### src/rtl/event_loop_seq.sv
// Multi-channel event-triggered loop sequencer: each channel waits for a qualified
// event, then issues max(count,1) handshaked steps, pulses done and optionally re-arms.
module event_loop_seq #(
    parameter int NCH   = 4,
    parameter int CNT_W = 8
) (
    input  logic                 clk,
    input  logic                 rst_n,
    input  logic [NCH-1:0]       ev,
    input  logic [2*NCH-1:0]     edge_mode,
    input  logic [NCH-1:0]       repeat_en,
    input  logic [NCH*CNT_W-1:0] count,
    input  logic [NCH-1:0]       arm,
    input  logic [NCH-1:0]       abort,
    input  logic [NCH-1:0]       step_ready,
    output logic [NCH-1:0]       step_valid,
    output logic [NCH-1:0]       done,
    output logic [NCH-1:0]       busy,
    output logic [NCH-1:0]       overrun,
    input  logic [NCH-1:0]       clr_ovr
);

    typedef enum logic [1:0] {
        S_IDLE  = 2'd0,
        S_ARMED = 2'd1,
        S_RUN   = 2'd2,
        S_DONE  = 2'd3
    } state_t;

    logic [NCH-1:0] ev_q;

    // Previous-cycle event copy shared by every channel's edge detector.
    always_ff @(posedge clk or negedge rst_n) begin
        if (!rst_n) begin
            ev_q <= '0;
        end else begin
            ev_q <= ev;
        end
    end

    for (genvar i = 0; i < NCH; i++) begin : g_ch
        state_t           state;
        state_t           state_nxt;
        logic [CNT_W-1:0] rem;
        logic [CNT_W-1:0] rem_nxt;
        logic [CNT_W-1:0] cnt_load;
        logic             qual;
        logic             sv_r;
        logic             done_r;
        logic             busy_r;
        logic             ovr_r;

        always_comb begin
            case (edge_mode[2*i +: 2])
                2'b00:   qual = ev[i] & ~ev_q[i];
                2'b01:   qual = ~ev[i] & ev_q[i];
                2'b10:   qual = ev[i] ^ ev_q[i];
                default: qual = ev[i];
            endcase
        end

        // A zero count still runs one step: the loop is do-while.
        assign cnt_load = (count[i*CNT_W +: CNT_W] == '0) ? CNT_W'(1)
                                                          : count[i*CNT_W +: CNT_W];

        always_comb begin
            state_nxt = state;
            rem_nxt   = rem;
            if (abort[i]) begin
                state_nxt = S_IDLE;
                rem_nxt   = '0;
            end else begin
                case (state)
                    S_IDLE: begin
                        if (arm[i]) state_nxt = S_ARMED;
                    end
                    S_ARMED: begin
                        if (qual) begin
                            state_nxt = S_RUN;
                            rem_nxt   = cnt_load;
                        end
                    end
                    S_RUN: begin
                        if (step_ready[i]) begin
                            rem_nxt = rem - CNT_W'(1);
                            if (rem == CNT_W'(1)) state_nxt = S_DONE;
                        end
                    end
                    default: begin
                        state_nxt = repeat_en[i] ? S_ARMED : S_IDLE;
                    end
                endcase
            end
        end

        // Outputs are registered from the next state so they line up with the FSM.
        always_ff @(posedge clk or negedge rst_n) begin
            if (!rst_n) begin
                state  <= S_IDLE;
                rem    <= '0;
                sv_r   <= 1'b0;
                done_r <= 1'b0;
                busy_r <= 1'b0;
                ovr_r  <= 1'b0;
            end else begin
                state  <= state_nxt;
                rem    <= rem_nxt;
                sv_r   <= (state_nxt == S_RUN);
                done_r <= (state_nxt == S_DONE);
                busy_r <= (state_nxt != S_IDLE);
                if ((state == S_RUN || state == S_DONE) && qual) begin
                    ovr_r <= 1'b1;
                end else if (clr_ovr[i]) begin
                    ovr_r <= 1'b0;
                end
            end
        end

        assign step_valid[i] = sv_r;
        assign done[i]       = done_r;
        assign busy[i]       = busy_r;
        assign overrun[i]    = ovr_r;
    end

endmodule

### config.mk
export PLATFORM = sky130hd
export DESIGN_NAME = event_loop_seq
export DESIGN_NICKNAME = d
export VERILOG_FILES = /design/src/rtl/event_loop_seq.sv
export SDC_FILE = /design/constraint.sdc
export NUM_CORES = 1
export LEC_CHECK = 0
export ABC_CLOCK_PERIOD_IN_PS = 3410
export CAP_MARGIN = 20
export CORE_ASPECT_RATIO = 0.9
export CORE_MARGIN = 3
export CORE_UTILIZATION = 27
export CTS_CLUSTER_SIZE = 14
export DETAILED_ROUTE_END_ITERATION = 8
export HOLD_SLACK_MARGIN = 0.03
export SLEW_MARGIN = 20
export SYNTH_ARGS = -nofsm -noshare
export SYNTH_HDL_FRONTEND = slang
export SYNTH_SLANG_ARGS = --single-unit
export TNS_END_PERCENT = 100
### constraint.sdc
create_clock -name clk -period 3.41 [get_ports clk]
set_input_delay 0.5115 -clock clk [delete_from_list [all_inputs] [get_ports clk]]
set_output_delay 0.5115 -clock clk [all_outputs]
set_load 0.01 [all_outputs]
==> summary.md, run 1 <==
| Metric | Value |
|---|---|
| Clock transition at path regs | 50 ps |
| Top Ports | 82 |
| Sequential element share of the synthesized area | 0.407 |
| Syn avg cell area | 8.74 um2 |
| Drt pass-1 iters | 4 |
| CTS tree | yes |
| Die Width | 129 um |
| Via Count | 3210 |
| Top cell type by total area after synthesis | dfrtp_1 |
| Post-DP HPWL | 6700 um |
| Die H | 117 um |
| Reg2reg path depth | 6 |
| Total track usage | 0.124 |
| Fraction of layout cells with a size suffix above 1 | 0.0630 |
| RR Startpoint | ev_q[2]$_DFF_PN0_ |
| Worst setup path class | in2reg |
| Placer Congestion | 0.846 |
| Mapped Cells | 422 |
| Nature of the critical path endpoint | register |
| Vias/cell | 4.89 |
| Status | finished clean |
| CORE AREA | 0.0130 mm2 |
| Fin crit period | 2500 ps |
| Most frequent cells in the layout | 80 x clkdlybuf4s50_1, 60 x dfrtp_1, 43 x o21ai_0 |
| RSZ-0062 raised after global routing | false |
| WL per Instance | 13.9 um |
| Largest net degree at the start of global routing | 61 |
| Ys Warns | 0 |
| Maximum vdd drop | 181 uV |
| Final WL | 9090 um |
| Clock buffer depth | 2 |
| CP startpoint kind | input port |
| Async set-reset flop share out of synthesis | 1.00 |
| Most used flip-flop cell after synthesis | dfrtp_1 |
| Pwr Density | 440 mW/mm2 |
| R2r setup slk | 1320 ps |
| Inst Count DP | 640 |
| Final TNS setup | 0 ps |
| Synth area leaders | dfrtp_1 41%, o21ai_0 5.8%, ha_1 5.4% |
| Nets | 569 |
| RR Endpoint | g_ch[2].rem[3]$_DFFE_PN0P_ |
| Leak | 2.06 nW |
| Fin crit share | 0.732 |
| Sink Count | 60 |
| CP required | 3600 ps |
| Hold buffers post-CTS | 0 |
| Max-cap viol count | 0 |
| Iter 0 DRT Violations | 159 |
| Hold crit path type | in2async |
| Max Clock Skew | 5.55 ps |
| CTS buffer count | 9 |
| Syn Nets | 504 |
| Initial antenna violation count | 0 |
| Critical Path Fanout Max | 10 |
| Diode count | 0 |
| CTS root buffer | clkbuf_16 |
| DRC violations left | 0 |
| Fmax | 400 MHz |
| GRT Residual Overflow | 0 |
| Post-synth EDFFs | 0 |
| Slew HR | 0.467 |
| Synth cell types | 55 |
| Routed Antenna Nets | 0 |
| IO Port Bufs | 81 |
| Fin cells | 656 |
| Most common cell after layout, fill and taps aside | clkdlybuf4s50_1 |
| Max-slew violations | 0 |
| Row cnt | 39 |
| Die Area | 0.0151 mm2 |
| Layout area overhead | 30.5% |
| Post-Synthesis Cell Area | 0.00369 mm2 |
| Clk_lat worst skew | 320 ps |
| Cts repair resizes | 0 |
| Yosys reg bits | 60 |
| First-pass GRT wire length | 15300 um |
| Worst Max-Slew Pin Slew | 799 ps |
| Starting density of the core | 0.283 |
| Synth top area share | 0.407 |
| Final hold violations | 0 |
| Final-report setup violation count | 0 |
| Arr. time, crit path | 2690 ps |
| Post-CTS setup buffers | 0 |
| Vias in the first global route | 3309 |
| # H-tree levels | 3 |
registers in the layout, indices dropped and copies added (netlist names):
name         count
g_ch.done_r      4
g_ch.sv_r        4
ev_q             4
g_ch.busy_r      4
g_ch.ovr_r       4
g_ch.rem        32
g_ch.state       8
through the flow:
step | power (mW) | instance area (um2) | setup slack, ps | util | hold WS [ps]
5_1_grt | 2.25 | 4810 | 791 | 0.370 | 446
3_5_place_dp | 1.28 | 4530 | 580 | 0.348 | 509
2_1_floorplan | 1.10 | 3690 | 1350 | - | 216
4_1_cts | 2.15 | 4810 | 926 | 0.370 | 389
6_report | 2.12 | 4810 | 913 | 0.370 | 366
3_3_place_gp | 1.27 | 4530 | 671 | 0.348 | 482
how the worst max path moves through the flow:
stage,startpoint,end,slack (ps),depth (start not counted)
global route,ev[2],g_ch[2].rem[3]$_DFFE_PN0P_,790,8
finish,ev[2],g_ch[2].rem[3]$_DFFE_PN0P_,910,8
floorplan,ev[2],g_ch[2].rem[0]$_DFFE_PN0P_,1350,7
CTS,ev[2],g_ch[2].rem[3]$_DFFE_PN0P_,930,8
global placement,ev[2],g_ch[2].rem[6]$_DFFE_PN0P_,670,8
detailed placement,ev[2],g_ch[2].rem[3]$_DFFE_PN0P_,580,8
Yosys cell counts, types with 6 or more instances:
cell type,count
ha_1,16
inv_1,30
nor3b_1,6
buf_4,18
dfrtp_1,60
nor3_1,26
nor2b_1,8
nand2_1,41
a21oi_1,39
o21ai_1,7
nand2b_1,11
o21ai_0,43
nor4_1,8
clkbuf_1,6
nor2_1,27
report_power, final:
group	internal (mW)	leakage, nW	switching, mW	total, mW
clock network	0.550	0.140	0.295	0.846
registers	0.771	0.802	0.0493	0.820
logic	0.213	1.12	0.241	0.454
total	1.53	2.06	0.585	2.12
critical path: stages:
cell and delay [ps]:
clkdlybuf4s50_1 530, inv_1 60, ha_1 270, inv_1 40, mux4_2 500, a221oi_4 440, or2_4 250, o21ai_1 80
routing by layer:
metal | global-route usage | vias to the layer above | routed length [um]
met3 | 0.0313 | 12 | 458
met4 | 0.0357 | 0 | 119
met5 | 0 | - | 0
met1 | 0.161 | 1511 | 4320
met2 | 0.204 | 75 | 4200
li1 | - | 1612 | -
layout make-up:
cell class	instances	area [um2]
fillers	1316	8210
multi-input cells	304	1900
clock buffers	15	278
flip-flops and latches	60	1500
inverters	30	113
clock inverters	1	5.00
repair buffers	82	813
well taps	164	205
cell families after synthesis:
| logic type | count (synthesis) | synth area share |
|---|---|---|
| DFF | 60 | 0.407 |
| buffers and inverters | 58 | 0.0783 |
| muxes | 4 | 0.0214 |
| adders and majority gates | 16 | 0.0543 |
| and+or+nand+nor | 155 | 0.219 |
| AOI/OAI and AO/OA | 129 | 0.220 |
(Power assumes the default switching activity.)
==> run 2: changes to the inputs <==
--- a/config.mk
+++ b/config.mk
@@ -5,7 +5,7 @@
 export SDC_FILE = /design/constraint.sdc
 export NUM_CORES = 1
 export LEC_CHECK = 0
-export ABC_CLOCK_PERIOD_IN_PS = 3410
+export ABC_CLOCK_PERIOD_IN_PS = 2290
 export CAP_MARGIN = 20
 export CORE_ASPECT_RATIO = 0.9
 export CORE_MARGIN = 3
==> constraint.sdc (replaced) <==
create_clock -name clk -period 2.29 [get_ports clk]
set_input_delay 0.3435 -clock clk [delete_from_list [all_inputs] [get_ports clk]]
set_output_delay 0.3435 -clock clk [all_outputs]
set_load 0.01 [all_outputs]
==> run 2 against run 1 <==
Hold slack improved by 140 ps. Non-clock buffer count rose by 19. Worst setup slack got worse by 700 ps. Flip-flop and latch count did not move. Die area did not move. Via count rose by 4.2%. Routed wire length rose by 1.2%. Global-route usage rose by 0.24 points. Critical endpoint is now g_ch[2].rem[2]$_DFFE_PN0P_.
==> summary.md, run 2 (same netlist as run 1, synthesis figures left out) <==
| Metric | Value |
|---|---|
| Max Clock Skew | 6.35 ps (+0.795 ps) |
| WHS | 503 ps (+137 ps) |
| Hold path depth | 2 |
| CORE AREA | 0.0130 mm2 (unchanged) |
| Layout area overhead | 34.1% |
| Total power | 3.16 mW (+49%) |
| Most frequent cells in the layout | 80 x clkdlybuf4s50_1, 60 x dfrtp_1, 43 x o21ai_0 |
| Diode count | 0 (unchanged) |
| Most used routing layer | met2 |
| R2r setup slk | 380 ps (-940 ps) |
| Fin util | 0.380 (+0.0102) |
| Starting density of the core | 0.283 (unchanged) |
| Grt met1 use | 0.162 (+0.00121) |
| RR Endpoint | g_ch[2].rem[2]$_DFFE_PN0P_ |
| Total track usage | 0.126 (+0.00241) |
| Final TNS setup | 0 ps (unchanged) |
| WL per Instance | 13.6 um (-1.5%) |
| Sequential power share | 0.386 (about the same) |
| Row cnt | 39 (unchanged) |
| RR Startpoint | ev_q[2]$_DFF_PN0_ |
| Crit path cell chain | clkdlybuf4s50_1 -> inv_1 -> ha_1 -> inv_1 -> mux4_2 -> a221oi_4 -> buf_4 -> o21ai_0 -> o21ai_1 |
| Clk_lat worst skew | 320 ps (about the same) |
| Cts repair resizes | 0 (unchanged) |
| Maximum vdd drop | 309 uV (+71%) |
| Max-slew violations | 0 (unchanged) |
| Nets | 588 (+3.3%) |
| Top delay family on crit path | buffers and inverters |
| Top Ports | 82 (unchanged) |
| Worst setup path class | in2reg |
| CTS root buffer | clkbuf_16 |
| GRT Residual Overflow | 0 (unchanged) |
| Pwr Density | 639 mW/mm2 (+45%) |
| Via Count | 3345 (+4.2%) |
| Clock Power Share | 0.390 (-0.009) |
| Vias in the first global route | 3284 (-0.76%) |
| Register with the most flip-flops | g_ch.rem |
| Hold Path End | g_ch[3].rem[5]$_DFFE_PN0P_ |
| CP dominant cell by count | inv_1 |
| Post-DP HPWL | 7000 um (+4.4%) |
| IO Port Bufs | 81 (unchanged) |
| Initial antenna violation count | 0 (unchanged) |
| CP required | 2540 ps (-1060 ps) |
| Critical Path Fanout Max | 5 (-5) |
| Largest regs | g_ch.rem (32), g_ch.state (8) |
| Arr. time, crit path | 2320 ps (-370 ps) |
| Status | finished clean |
| Slew HR | 0.599 (+0.132) |
| Placed inst area | 0.00467 mm2 (+3.0%) |
| Fmax | 482 MHz |
| Nature of the critical path endpoint | register |
| Fin cells | 674 (+2.7%) |
| Fin crit period | 2070 ps |
| Setup WS pre-CTS | -113 ps (-693 ps) |
| Fin area | 0.00495 mm2 (+2.8%) |
| Leak | 2.15 nW (+4.1%) |
| Largest net degree at the start of global routing | 24 (-61%) |
| RSZ-0062 raised after global routing | false |
| Clock transition at path regs | 50 ps (about the same) |
| Switch Pwr | 0.890 mW (+52%) |
| Sink Count | 60 (unchanged) |
| Die Area | 0.0151 mm2 (unchanged) |
| Final WS setup | 216 ps (-697 ps) |
| Reg2reg path depth | 7 (+1) |
| Worst Max-Slew Pin Slew | 600 ps (-199 ps) |
| Max-cap viol count | 0 (unchanged) |
| Drt pass-1 iters | 4 (unchanged) |
| Slowest-stage cell, CP | mux4_2 |
| Crit path buf inv count | 4 (+1) |
| CP startpoint kind | input port |
| Routed Antenna Nets | 0 (unchanged) |
| Placer Congestion | 0.834 (-1.4%) |
| Fraction of layout cells with a size suffix above 1 | 0.0961 (+0.0331) |
| # H-tree levels | 3 (unchanged) |
| Die H | 117 um (unchanged) |
| Iter 0 DRT Violations | 239 (+50%) |
| First-pass GRT wire length | 15500 um (+1.3%) |
| Final WL | 9200 um (+1.2%) |
| CTS buffer count | 9 (unchanged) |
| Max FFs per register | 32 (unchanged) |
| Clock buffer depth | 2 (unchanged) |
| Most common cell after layout, fill and taps aside | clkdlybuf4s50_1 |
| Met3 Usage GRT | 0.0331 (+0.00181) |
| CTS tree | yes |
| Vias/cell | 4.96 (+1.4%) |
| Int Pwr | 2.27 mW (+48%) |
| GR Util met2 | 0.207 (+0.00242) |
| Switching Share | 0.281 (+0.00519) |
| Crit-path max cell delay | 510 ps (-20 ps) |
| Die Width | 129 um (unchanged) |
| DRC violations left | 0 (unchanged) |
| Post-CTS setup buffers | 0 (unchanged) |
| Hold crit path type | reg2reg |
| Inst Count DP | 658 (+2.8%) |
| Final-report setup violation count | 0 (unchanged) |
| Hold path startpoint | g_ch[3].rem[5]$_DFFE_PN0P_ |
| Final hold violations | 0 (unchanged) |
| Fin crit share | 0.906 |
| Gate power share | 0.224 (+0.010) |
==> run 2: power groups by stage <==
stage	clock (mW)	combinational [mW]	sequential (mW)
floorplan	0	0.427	1.22
global placement	0	0.694	1.23
detailed placement	0	0.707	1.24
CTS	1.27	0.712	1.22
global route	1.32	0.794	1.23
finish	1.23	0.709	1.22
==> run 2: worst max path at each step <==
stage / startpoint / end / slack, ps / cells after the start
global route: ev[2] / g_ch[2].rem[3]$_DFFE_PN0P_ / 80 / 9
floorplan: ev[2] / g_ch[2].rem[0]$_DFFE_PN0P_ / 390 / 7
finish: ev[2] / g_ch[2].rem[2]$_DFFE_PN0P_ / 220 / 9
global placement: ev[2] / g_ch[2].rem[5]$_DFFE_PN0P_ / -80 / 8
CTS: ev[2] / g_ch[2].rem[2]$_DFFE_PN0P_ / 220 / 9
detailed placement: ev[2] / g_ch[2].rem[2]$_DFFE_PN0P_ / -110 / 9
==> run 2: what timing repair did <==
item                                   in CTS  in global routing
hold buffers                                1                  0
setup endpoints to repair                   0                  0
endpoints found under the hold margin      21                  0
==> run 2: worst min-delay path, delay by kind of cell (launching register included) <==
kind,cells,cell delay (ps)
AO/OA/AOI/OAI,2,140
flip-flops,1,330
==> run 2: layout make-up <==
cell class,count,area (um2)
well taps,164,205
flip-flops and latches,60,1500
inverters,30,113
repair buffers,101,958
clock buffers,13,260
clock inverters,2,10.0
multi-input cells,304,1900
fillers,1340,8080
==> run 2: per-layer routing <==
metal	share of wire	wire (um)
met3	0.050	461
met5	0	0
met2	0.48	4430
met1	0.46	4210
met4	0.010	95
==> run 3: changes to the inputs <==
--- a/config.mk
+++ b/config.mk
@@ -9,7 +9,7 @@
 export CAP_MARGIN = 20
 export CORE_ASPECT_RATIO = 0.9
 export CORE_MARGIN = 3
-export CORE_UTILIZATION = 27
+export CORE_UTILIZATION = 25
 export CTS_CLUSTER_SIZE = 14
 export DETAILED_ROUTE_END_ITERATION = 8
 export HOLD_SLACK_MARGIN = 0.03
==> run 3 against run 2 <==
Register-to-register slack got worse by 70 ps. Cell area rose by 1.2%. Critical path depth fell by 1. Clock power increased by 22%. Sequential share of layout area down 0.36 points. Worst setup slack lost 60 ps. First-iteration DRC count down 35%. Power is 8.1% higher. Critical path type unchanged. Largest power group unchanged.
==> summary.md, run 3 (same netlist as run 1, synthesis figures left out) <==
| Metric | Value |
|---|---|
| Final WL | 9490 um (+3.2%) |
| RSZ-0062 raised after global routing | false |
| CTS buffer count | 9 (unchanged) |
| Sink Count | 60 (unchanged) |
| Clk_lat worst skew | 330 ps (about the same) |
| Starting density of the core | 0.260 (-0.0235) |
| CTS tree | yes |
| Status | finished clean |
| Arr. time, crit path | 2380 ps (+60 ps) |
| RR Endpoint | g_ch[0].rem[2]$_DFFE_PN0P_ |
| Largest regs | g_ch.rem (32), g_ch.state (8) |
| Die Area | 0.0163 mm2 (+7.6%) |
| Vias/cell | 4.73 (-4.7%) |
| Worst Max-Slew Pin Slew | 655 ps (+54.6 ps) |
| Row cnt | 41 (+5.1%) |
| Final-report setup violation count | 0 (unchanged) |
| Vias in the first global route | 3417 (+4.0%) |
| Crit-path max cell delay | 510 ps (about the same) |
| Post-CTS setup buffers | 0 (unchanged) |
| # H-tree levels | 3 (unchanged) |
| Drt pass-1 iters | 4 (unchanged) |
| Crit path buf inv count | 3 (-1) |
| Top Ports | 82 (unchanged) |
| Max Clock Skew | 11.0 ps (+4.65 ps) |
| CP startpoint kind | input port |
| WHS | 38.6 ps (-464 ps) |
| Cts repair resizes | 0 (unchanged) |
| Routed Antenna Nets | 0 (unchanged) |
| Origin of the worst setup path | ev[0] |
| Diode count | 0 (unchanged) |
| Max-cap viol count | 0 (unchanged) |
| CP Capture Point | g_ch[0].rem[2]$_DFFE_PN0P_ |
| Reg2reg path depth | 6 (-1) |
| Iter 0 DRT Violations | 156 (-35%) |
| Slew HR | 0.563 (-0.0356) |
| CP required | 2530 ps (about the same) |
| CTS root buffer | clkbuf_16 |
| Fmax | 468 MHz (-2.8%) |
| R2r setup slk | 310 ps (-70 ps) |
| Max FFs per register | 32 (unchanged) |
| IO Port Bufs | 81 (unchanged) |
| Crit. path cell count | 8 (-1) |
| GRT Residual Overflow | 0 (unchanged) |
| Via Count | 3292 (-1.6%) |
| Top delay family on crit path | compound AO/OA/AOI/OAI gates |
| Placer Congestion | 0.876 (+5.0%) |
| Nets | 581 (-1.2%) |
| CORE AREA | 0.0142 mm2 (+9.1%) |
| RR Startpoint | ev_q[0]$_DFF_PN0_ |
| WL per Instance | 13.6 um (about the same) |
| Max-slew violations | 0 (unchanged) |
| Fin crit period | 2130 ps (+60.3 ps) |
| Register with the most flip-flops | g_ch.rem |
| First-pass GRT wire length | 16200 um (+4.8%) |
| Setup WS pre-CTS | -204 ps (-91.2 ps) |
| Die H | 121 um (+3.7%) |
| Worst setup path class | in2reg |
| DRC violations left | 0 (unchanged) |
| Final hold violations | 0 (unchanged) |
| Fin crit share | 0.932 (+0.0263) |
| Pwr Density | 683 mW/mm2 (+6.8%) |
| Post-DP HPWL | 7190 um (+2.7%) |
| Most common cell after layout, fill and taps aside | clkdlybuf4s50_1 |
| Largest net degree at the start of global routing | 36 (+50%) |
| Leak | 2.15 nW (about the same) |
| Layout area overhead | 35.7% |
| Critical Path Fanout Max | 9 (+4) |
| Slowest-stage cell, CP | mux4_2 |
| Hold crit path type | in2async |
| Initial antenna violation count | 1 (+1) |
| Maximum vdd drop | 340 uV (+10%) |
| Die Width | 134 um (+3.7%) |
| Fraction of layout cells with a size suffix above 1 | 0.0895 (-0.00662) |
| Most frequent cells in the layout | 80 x clkdlybuf4s50_1, 60 x dfrtp_1, 43 x o21ai_0 |
| Clock transition at path regs | 60 ps (about the same) |
| Hold buffers post-CTS | 0 (-1) |
| Total track usage | 0.123 (-0.00336) |
| Clock buffer depth | 2 (unchanged) |
| Crit path cell chain | clkdlybuf4s50_1 -> inv_1 -> ha_1 -> inv_1 -> mux4_2 -> a221oi_4 -> o21ai_0 -> o21ai_0 |
| Final WS setup | 155 ps (-60.3 ps) |
| Nature of the critical path endpoint | register |
==> run 3: cell count changes in the layout (fill, tap and decap cells not counted), sizes merged <==
cell / before / now
buf: 20 / 14
bufinv: 0 / 2
clkbuf: 13 / 12
clkinv: 2 / 1
dlygate4sd3: 1 / 0
==> run 3: area by class of cell <==
class                           count  area [um2]
Clock inverter                      3        68.8
Clock buffer                       12         267
Fill cell                        1462        9200
Timing Repair Buffer               94         916
Tap cell                          193         241
Sequential cell                    60        1500
Multi-Input combinational cell    304        1900
Inverter                           30         113
==> run 3: routing by layer <==
layer  track usage  wire length (um)
met5             0                13
met4        0.0337               102
met3        0.0427               573
met2         0.197              4450
met1         0.158              4350
==> run 3: power by group <==
group	internal, mW	switching (mW)
Sequential	1.15	0.0744
Combinational	0.335	0.359
Clock	1.04	0.468
Total	2.52	0.901
==> run 3: worst min-delay path by stage <==
stage,start,to,cells after the start
2_1_floorplan,rst_n,ev_q[0]$_DFF_PN0_,0
3_3_place_gp,rst_n,g_ch[0].rem[1]$_DFFE_PN0P_,1
3_5_place_dp,rst_n,g_ch[0].rem[1]$_DFFE_PN0P_,1
4_1_cts,rst_n,g_ch[0].rem[1]$_DFFE_PN0P_,1
5_1_grt,rst_n,g_ch[0].rem[1]$_DFFE_PN0P_,1
6_report,rst_n,g_ch[0].rem[1]$_DFFE_PN0P_,1
==> run 3: per-stage QoR <==
step / power (mW) / cells / utilization / area [um2] / setup TNS (ps)
floorplan: 1.64 / 422 / - / 3690 / 0
global placement: 1.92 / 681 / 0.329 / 4670 / -1580
detailed placement: 1.94 / 681 / 0.329 / 4670 / -3240
CTS: 3.47 / 696 / 0.352 / 5010 / 0
global route: 3.61 / 696 / 0.352 / 5010 / 0
finish: 3.42 / 696 / 0.352 / 5010 / 0
